**src/rtl/regfile_wb_ctrl.sv**
```systemverilog
// Register file write-port arbiter shared by the ALU and memory/long-op writebacks,
// with a one-entry memory holding buffer and a pending-long-write scoreboard for issue stalls.
module regfile_wb_ctrl #(
  parameter int DATA_WIDTH   = 32,
  parameter int ADDR_WIDTH   = 5,
  parameter int NUM_REGS     = 32,
  parameter int STARVE_LIMIT = 4
) (
  input  logic                  clk,
  input  logic                  reset,
  input  logic                  issue_valid,
  input  logic                  issue_long,
  input  logic [ADDR_WIDTH-1:0] issue_rd,
  input  logic [ADDR_WIDTH-1:0] issue_ra,
  input  logic [ADDR_WIDTH-1:0] issue_rb,
  output logic                  issue_stall,
  input  logic                  alu_wb_valid,
  input  logic [ADDR_WIDTH-1:0] alu_wb_rd,
  input  logic [DATA_WIDTH-1:0] alu_wb_data,
  input  logic                  mem_wb_valid,
  input  logic [ADDR_WIDTH-1:0] mem_wb_rd,
  input  logic [DATA_WIDTH-1:0] mem_wb_data,
  output logic                  mem_wb_ready,
  output logic                  RegWr,
  output logic [ADDR_WIDTH-1:0] Rw,
  output logic [DATA_WIDTH-1:0] busW,
  output logic [NUM_REGS-1:0]   busy
);

  localparam int AGE_W = $clog2(STARVE_LIMIT + 1);

  logic                  buf_valid_reg;
  logic [ADDR_WIDTH-1:0] buf_rd_reg;
  logic [DATA_WIDTH-1:0] buf_data_reg;
  logic [AGE_W-1:0]      age_reg;
  logic [NUM_REGS-1:0]   busy_reg;

  logic                  mem_accept;
  logic                  sel_buf;
  logic                  sel_mem;
  logic                  wr_sel;
  logic [ADDR_WIDTH-1:0] wr_rd;
  logic [DATA_WIDTH-1:0] wr_data;
  logic                  starved;
  logic                  issue_set;
  logic [NUM_REGS-1:0]   set_vec;
  logic [NUM_REGS-1:0]   clr_vec;

  assign mem_wb_ready = ~buf_valid_reg & ~reset;
  assign mem_accept   = mem_wb_valid & mem_wb_ready;
  assign sel_buf      = ~alu_wb_valid & buf_valid_reg;
  assign sel_mem      = ~alu_wb_valid & ~buf_valid_reg & mem_accept;

  always_comb begin
    wr_sel  = 1'b0;
    wr_rd   = alu_wb_rd;
    wr_data = alu_wb_data;
    if (alu_wb_valid) begin
      wr_sel = 1'b1;
    end else if (buf_valid_reg) begin
      wr_sel  = 1'b1;
      wr_rd   = buf_rd_reg;
      wr_data = buf_data_reg;
    end else if (mem_accept) begin
      wr_sel  = 1'b1;
      wr_rd   = mem_wb_rd;
      wr_data = mem_wb_data;
    end
  end

  assign starved     = (age_reg >= AGE_W'(STARVE_LIMIT));
  assign issue_stall = issue_valid &
                       (busy_reg[issue_ra] | busy_reg[issue_rb] | busy_reg[issue_rd] | starved);
  assign issue_set   = issue_valid & ~issue_stall & issue_long & (issue_rd != '0);

  // Set is applied after clear so a same-register set/clear leaves the bit set.
  for (genvar gi = 0; gi < NUM_REGS; gi++) begin : g_sb
    assign set_vec[gi] = issue_set & (issue_rd == ADDR_WIDTH'(gi));
    assign clr_vec[gi] = (sel_buf & (buf_rd_reg == ADDR_WIDTH'(gi))) |
                         (sel_mem & (mem_wb_rd == ADDR_WIDTH'(gi)));
  end

  assign busy = busy_reg;

  always_ff @(posedge clk) begin
    if (reset) begin
      RegWr         <= 1'b0;
      Rw            <= '0;
      busW          <= '0;
      busy_reg      <= '0;
      buf_valid_reg <= 1'b0;
      buf_rd_reg    <= '0;
      buf_data_reg  <= '0;
      age_reg       <= '0;
    end else begin
      RegWr <= wr_sel & (wr_rd != '0);
      if (wr_sel) begin
        Rw   <= wr_rd;
        busW <= wr_data;
      end

      busy_reg <= (busy_reg & ~clr_vec) | set_vec;

      if (sel_buf) begin
        buf_valid_reg <= 1'b0;
      end else if (alu_wb_valid & mem_accept) begin
        buf_valid_reg <= 1'b1;
        buf_rd_reg    <= mem_wb_rd;
        buf_data_reg  <= mem_wb_data;
      end

      if (sel_buf || !buf_valid_reg) begin
        age_reg <= '0;
      end else if (!starved) begin
        age_reg <= age_reg + 1'b1;
      end
    end
  end

endmodule

```
**config.mk**
```make
export PLATFORM = sky130hd
export DESIGN_NAME = regfile_wb_ctrl
export DESIGN_NICKNAME = d
export VERILOG_FILES = /design/src/rtl/regfile_wb_ctrl.sv
export SDC_FILE = /design/constraint.sdc
export NUM_CORES = 1
export LEC_CHECK = 0
export ABC_AREA = 1
export ABC_CLOCK_PERIOD_IN_PS = 3610
export BUFFER_PORTS_ARGS = -buffer_cell sky130_fd_sc_hd__buf_2
export CAP_MARGIN = 15
export CORE_MARGIN = 1
export CORE_UTILIZATION = 58
export DETAILED_ROUTE_END_ITERATION = 8
export GPL_TIMING_DRIVEN = 0
export PLACE_DENSITY = 0.86
export SETUP_SLACK_MARGIN = 0.02
export SLEW_MARGIN = 10
export SYNTH_ARGS = -nofsm -noshare
export SYNTH_HDL_FRONTEND = slang
export SYNTH_SLANG_ARGS = --single-unit
export TNS_END_PERCENT = 10
```
**constraint.sdc**
```tcl
create_clock -name clk -period 3.61 [get_ports clk]
set_input_delay 0.1805 -clock clk [delete_from_list [all_inputs] [get_ports clk]]
set_output_delay 0.1805 -clock clk [all_outputs]
set_load 0.005 [all_outputs]
```
# Yosys cells after proc, flatten, opt, wreduce, memory -nomap -nowiden
# Cells that the tools add are included.
totals:
  register_bits: 111
  output_inout_bits: 72
  word_cells: 281
op_classes:
  n_addsub: 1
  n_lt_le_gt_ge: 4
  eq_ne: 93
  n_mux: 15
  n_bitwise: 150
  reduce_logical: 10
ops:
  columns: ["operator", "count"]
  rows:
  - ["== test 5 bit, second input constant", 48]
  - ["== test 5 x 4 -> 1 bit, second input constant", 24]
  - ["bitwise AND 1 bit", 107]
  - ["two-way mux 32 bit", 3]
  - ["== test 5 x 3 -> 1 bit, second input constant", 12]
  - ["OR 1 bit", 35]
  - ["bitwise AND 32 bit", 1]
  - ["NOT 32 bit", 1]
  - ["OR 32 bit", 1]
  - ["== test 5 x 2 -> 1 bit, second input constant", 6]
  - ["< comparator 5 x 6 -> 1 bit, second input constant", 3]
  - ["binary-select mux 1 bit (select 5 bit)", 3]
  - ["== test 5 x 1 -> 1 bit, second input constant", 3]
  - ["logical NOT 5 bit", 3]
  - ["two-way mux 5 bit", 3]
  - ["nonzero test 5 bit", 2]
  - ["two-way mux 1 bit", 6]
  - ["NOT 1 bit", 5]
  - ["OR reduction 2 bit", 2]
  - ["adder 3 x 1 -> 3 bit, second input constant", 1]
  - [">= comparator 3 bit, second input constant", 1]
  - ["AND reduction 2 bit", 1]
  - ["logical NOT 1 bit", 1]
  - ["logical OR 1 bit", 1]

# Longest topological paths before layout
depth:
  word_depth: 12
  mapped_depth: 15
  mapped_depth_nobuf: 12

# Worst setup path after synthesis
# OpenSTA, ideal clock, no wires.
synth_path:
  path_type: "register -> register"
  from: "register buf_valid_reg"
  to: "register RegWr"
  arrival_time_ps: 1429
  slack_ps: 2068
  path_stages_with_launch: 8
  n_path_buf: 1
  period_less_slack_ps: 1542
  cell_sequence: "dfxtp_1 nor3b_4 nand2_2 buf_2 o221ai_1 nand4_1 o21ai_1 nor2_1"
synth_between:
  elab_chain_cells: 8
  elab_cells_between_ends: 11
synth_rtl:
  columns: ["item", "line", "text"]
  rows:
  - ["from (decl)", "32", "logic buf_valid_reg;"]
  - ["from (signal assigned)", "91", "buf_valid_reg <= 1'b0;"]
  - ["from (signal assigned)", "105", "buf_valid_reg <= 1'b0;"]
  - ["from (signal assigned)", "107", "buf_valid_reg <= 1'b1;"]
  - ["NOT 1 bit", "49", "assign mem_wb_ready = ~buf_valid_reg & ~reset;"]
  - ["bitwise AND 1 bit", "49", null]
  - ["bitwise AND 1 bit", "50", "assign mem_accept = mem_wb_valid & mem_wb_ready;"]
  - ["two-way mux 5 bit", "64", "end else if (mem_accept) begin"]
  - ["two-way mux 5 bit", "60", "end else if (buf_valid_reg) begin"]
  - ["two-way mux 5 bit", "58", "if (alu_wb_valid) begin"]
  - ["nonzero test 5 bit", "96", "RegWr <= wr_sel & (wr_rd != '0);"]
  - ["bitwise AND 1 bit *", "96", null]
  - ["to (signal assigned)", "96", null]
  - ["to (decl)", "24", "output logic RegWr,"]
# Mark *: on every way between the ends. The rest lies on a longest branch, timed or not.
# A chain may end at the register's enable or synchronous reset.

# Final worst setup path
layout_path:
  from: "register busy_reg[30] (netlist: busy[30])"
  to: "output issue_stall"
layout_between:
  elab_chain_cells: 6
  elab_cells_between_ends: 10
layout_rtl:
  columns: ["item", "line", "text"]
  rows:
  - ["from (decl)", "36", "logic [NUM_REGS-1:0] busy_reg;"]
  - ["from (signal assigned)", "102", "busy_reg <= (busy_reg & ~clr_vec) | set_vec;"]
  - ["binary-select mux 1 bit (select 5 bit)", "73", "(busy_reg[issue_ra] | busy_reg[issue_rb] | busy_reg[issue_rd] | starved);"]
  - ["two-way mux 1 bit (not written as such)", "73", null]
  - ["OR 1 bit", "73", null]
  - ["OR 1 bit * (2 in series)", "73", null]
  - ["bitwise AND 1 bit *", "72", "assign issue_stall = issue_valid &"]
  - ["to (decl)", "16", "output logic issue_stall,"]
# Mark *: on every way between the ends. The rest lies on a longest branch, timed or not. The select of a mux whose other input is x is not followed.

==> out/qor.yml <==
status:
  outcome: "complete, no violations"
sta:
  finalHoldViolCount: 0
  fin_setup_tns_ns: 0
  setup_viol: 0
  min_period_ns: 2.48
  slew_headroom_pct: 58.0
  worstMarginPinSlew_ns: 0.625
  fin_crit_sh_pct: 68.8
  final-max-slew-violation-count: 0
  worst_slack_ns: 1.13
  fmax_mhz: 402
  rsz0062_at_grt: "no"
  clock_skew_ns: 0.0143
synth:
  synth-seq-area-share_pct: 35.4
  syn_area_per_cell_um2: 6.75
  synthTopCellsByCount: "nand2_1, dfxtp_1, nor2_1, nand3_1, inv_1"
  synth_area_mm2: 0.00628
  synth_top_cell_by_area: "dfxtp_1"
  synth_edf_count: 0
  yosysMostFrequentCell: "nand2_1"
  syn_nets: 1027
  synth_warnings: 0
  synth_top_area_share_pct: 35.4
  ys_async_sr_fraction_pct: 0
  synth.area.top_cells: "dfxtp_1, nand2_1, nand3_1"
  ys_ff_latch: 111
  yosysUniqueCellTypes: 34
  synth_cells: 930
  synth_flop_cell: "dfxtp_1"
clocking:
  clk_pin_slew_ns: 0.11
  cts_buffers: 9
  htreeDepth: 3
  insertion_delay_ns: 0.39
  cts_tree: "yes"
  cts-root-buf: "clkbuf_8"
  cts_resized: 0
  cts_hold_buf: 0
  clockBufferDepth: 2
  clock-sinks: 111
  post_cts_buffers: 0
power_and_ir_drop:
  power_w: 0.00247
  power.density_mw_per_mm2: 333
  p_leak_nw: 3.17
  vdd_drop_max_mv: 0.419
cells_and_area:
  nNetsFinal: 1194
  area_growth_pct: 17.9
  fin_area_mm2: 0.00740
  diodes: 0
  drive_gt1_share_pct: 19.8
route:
  vias: 7366
  drc_errors: 0
  wire_per_inst_um: 17.5
  vias_per_cell: 5.95
  ant_nets: 0
  dr.pass1.iters: 6
  detail_route.wirelength_mm: 21.6
  first_iter_violations: 1042
worst_setup_path:
  arrival_ns: 2.30
  end_kind: "output pin"
  path_class: "reg -> out"
  start_kind: "flip-flop"
  cp.required_ns: 3.43
  crit_fanout: 10
place:
  place_ws_ns: 1.62
  port_buffers: 156
  dpl_cell_area_mm2: 0.00723
  dpl.hpwl_mm: 16.6
  routabilityCongestion: 1.01
die:
  die_h_um: 106
  core_mm2: 0.0104
  ioPinCount: 167
  placementRows: 37
  dieWidth_um: 106
  initial_core_util_pct: 60.3
  dieArea_mm2: 0.0112
global_routing:
  grt.overflow.total: 0
  grt.total_usage_pct: 38.7
  antenna_found_initial: 0
  grt_max_degree: 18
  grt_pass1_vias: 6749
  grt_pass1_wl_mm: 33.8
min_path:
  hp-class: "in -> reg"
flow_run:
  drv_cap: 0
## cells in the final DEF, fill, tap and decap left out, types with 10 or more instances in the layout
master,count
o21ai_0,27
buf_2,169
a21oi_1,76
nor2_1,109
clkbuf_1,34
clkbuf_8,10
nand2_1,205
buf_6,14
dfxtp_1,111
nand4_1,32
o221ai_1,47
nor3_1,15
inv_1,80
nand3_1,83
o22ai_1,32
## per-stage QoR
stage | std cells | hold WS [ns] | util (%)
after floorplan | 930 | 0.345 | -
after global routing | 1238 | 0.0559 | 71.1
after CTS | 1238 | 0.0453 | 71.1
after global placement | 1222 | 0.449 | 69.4
final | 1238 | 0.0585 | 71.1
after detailed placement | 1222 | 0.455 | 69.4
## kinds of logic after synthesis
kind of cell    count (synthesis)  share of synthesized area [%]
flops                         111                           35.4
compound gates                210                           21.4
fa+ha+maj                       2                          0.399
simple gates                  456                           31.7
buf+inv                       151                           11.1
## area by class of cell
type / instances / area [µm²]
Multi-Input combinational cell: 668 / 3360
Clock buffer: 13 / 149
Tap cell: 136 / 170
Buffer: 65 / 373
Sequential cell: 111 / 2220
Fill cell: 943 / 3010
Timing Repair Buffer: 156 / 781
Clock inverter: 3 / 26.3
Inverter: 86 / 325
## path summary, 6_finish.rpt
check / startpoint / end / slack (ns) / cells after the start
worst max-delay path: busy[30] / issue_stall / 1.13 / 12
worst min-delay path: mem_wb_data[12] / buf_data_reg[12] / 0.06 / 3
worst max register to register: busy[30] / busy[1] / 1.56 / 12
worst min register to register: buf_data_reg[15] / buf_data_reg[15] / 0.47 / 2
## critical path: stages (launching register included)
cell and delay (ns):
dfxtp_1 0.52, inv_1 0.11, o21ai_0 0.21, nand2_1 0.09, nand3_1 0.08, nand3_1 0.07
nand2_1 0.05, nand2_1 0.04, nand2_1 0.23, nor2_4 0.09, buf_6 0.15, a21boi_0 0.13
buf_2 0.13
## where the power goes
| group | internal, W | switching (W) | total [W] |
|---|---|---|---|
| Sequential | 0.00128 | 0.0000320 | 0.00131 |
| Combinational | 0.000170 | 0.000285 | 0.000455 |
| Clock | 0.000276 | 0.000428 | 0.000704 |
| Total | 0.00172 | 0.000745 | 0.00247 |
## layer usage
layer / wire length (µm) / global-route usage, %
met2: 9740 / 60.2
met3: 2280 / 7.85
met4: 745 / 17.5
met1: 8840 / 51.7
met5: 0 / 0
No activity file was read; power rests on OpenSTA's default activity.
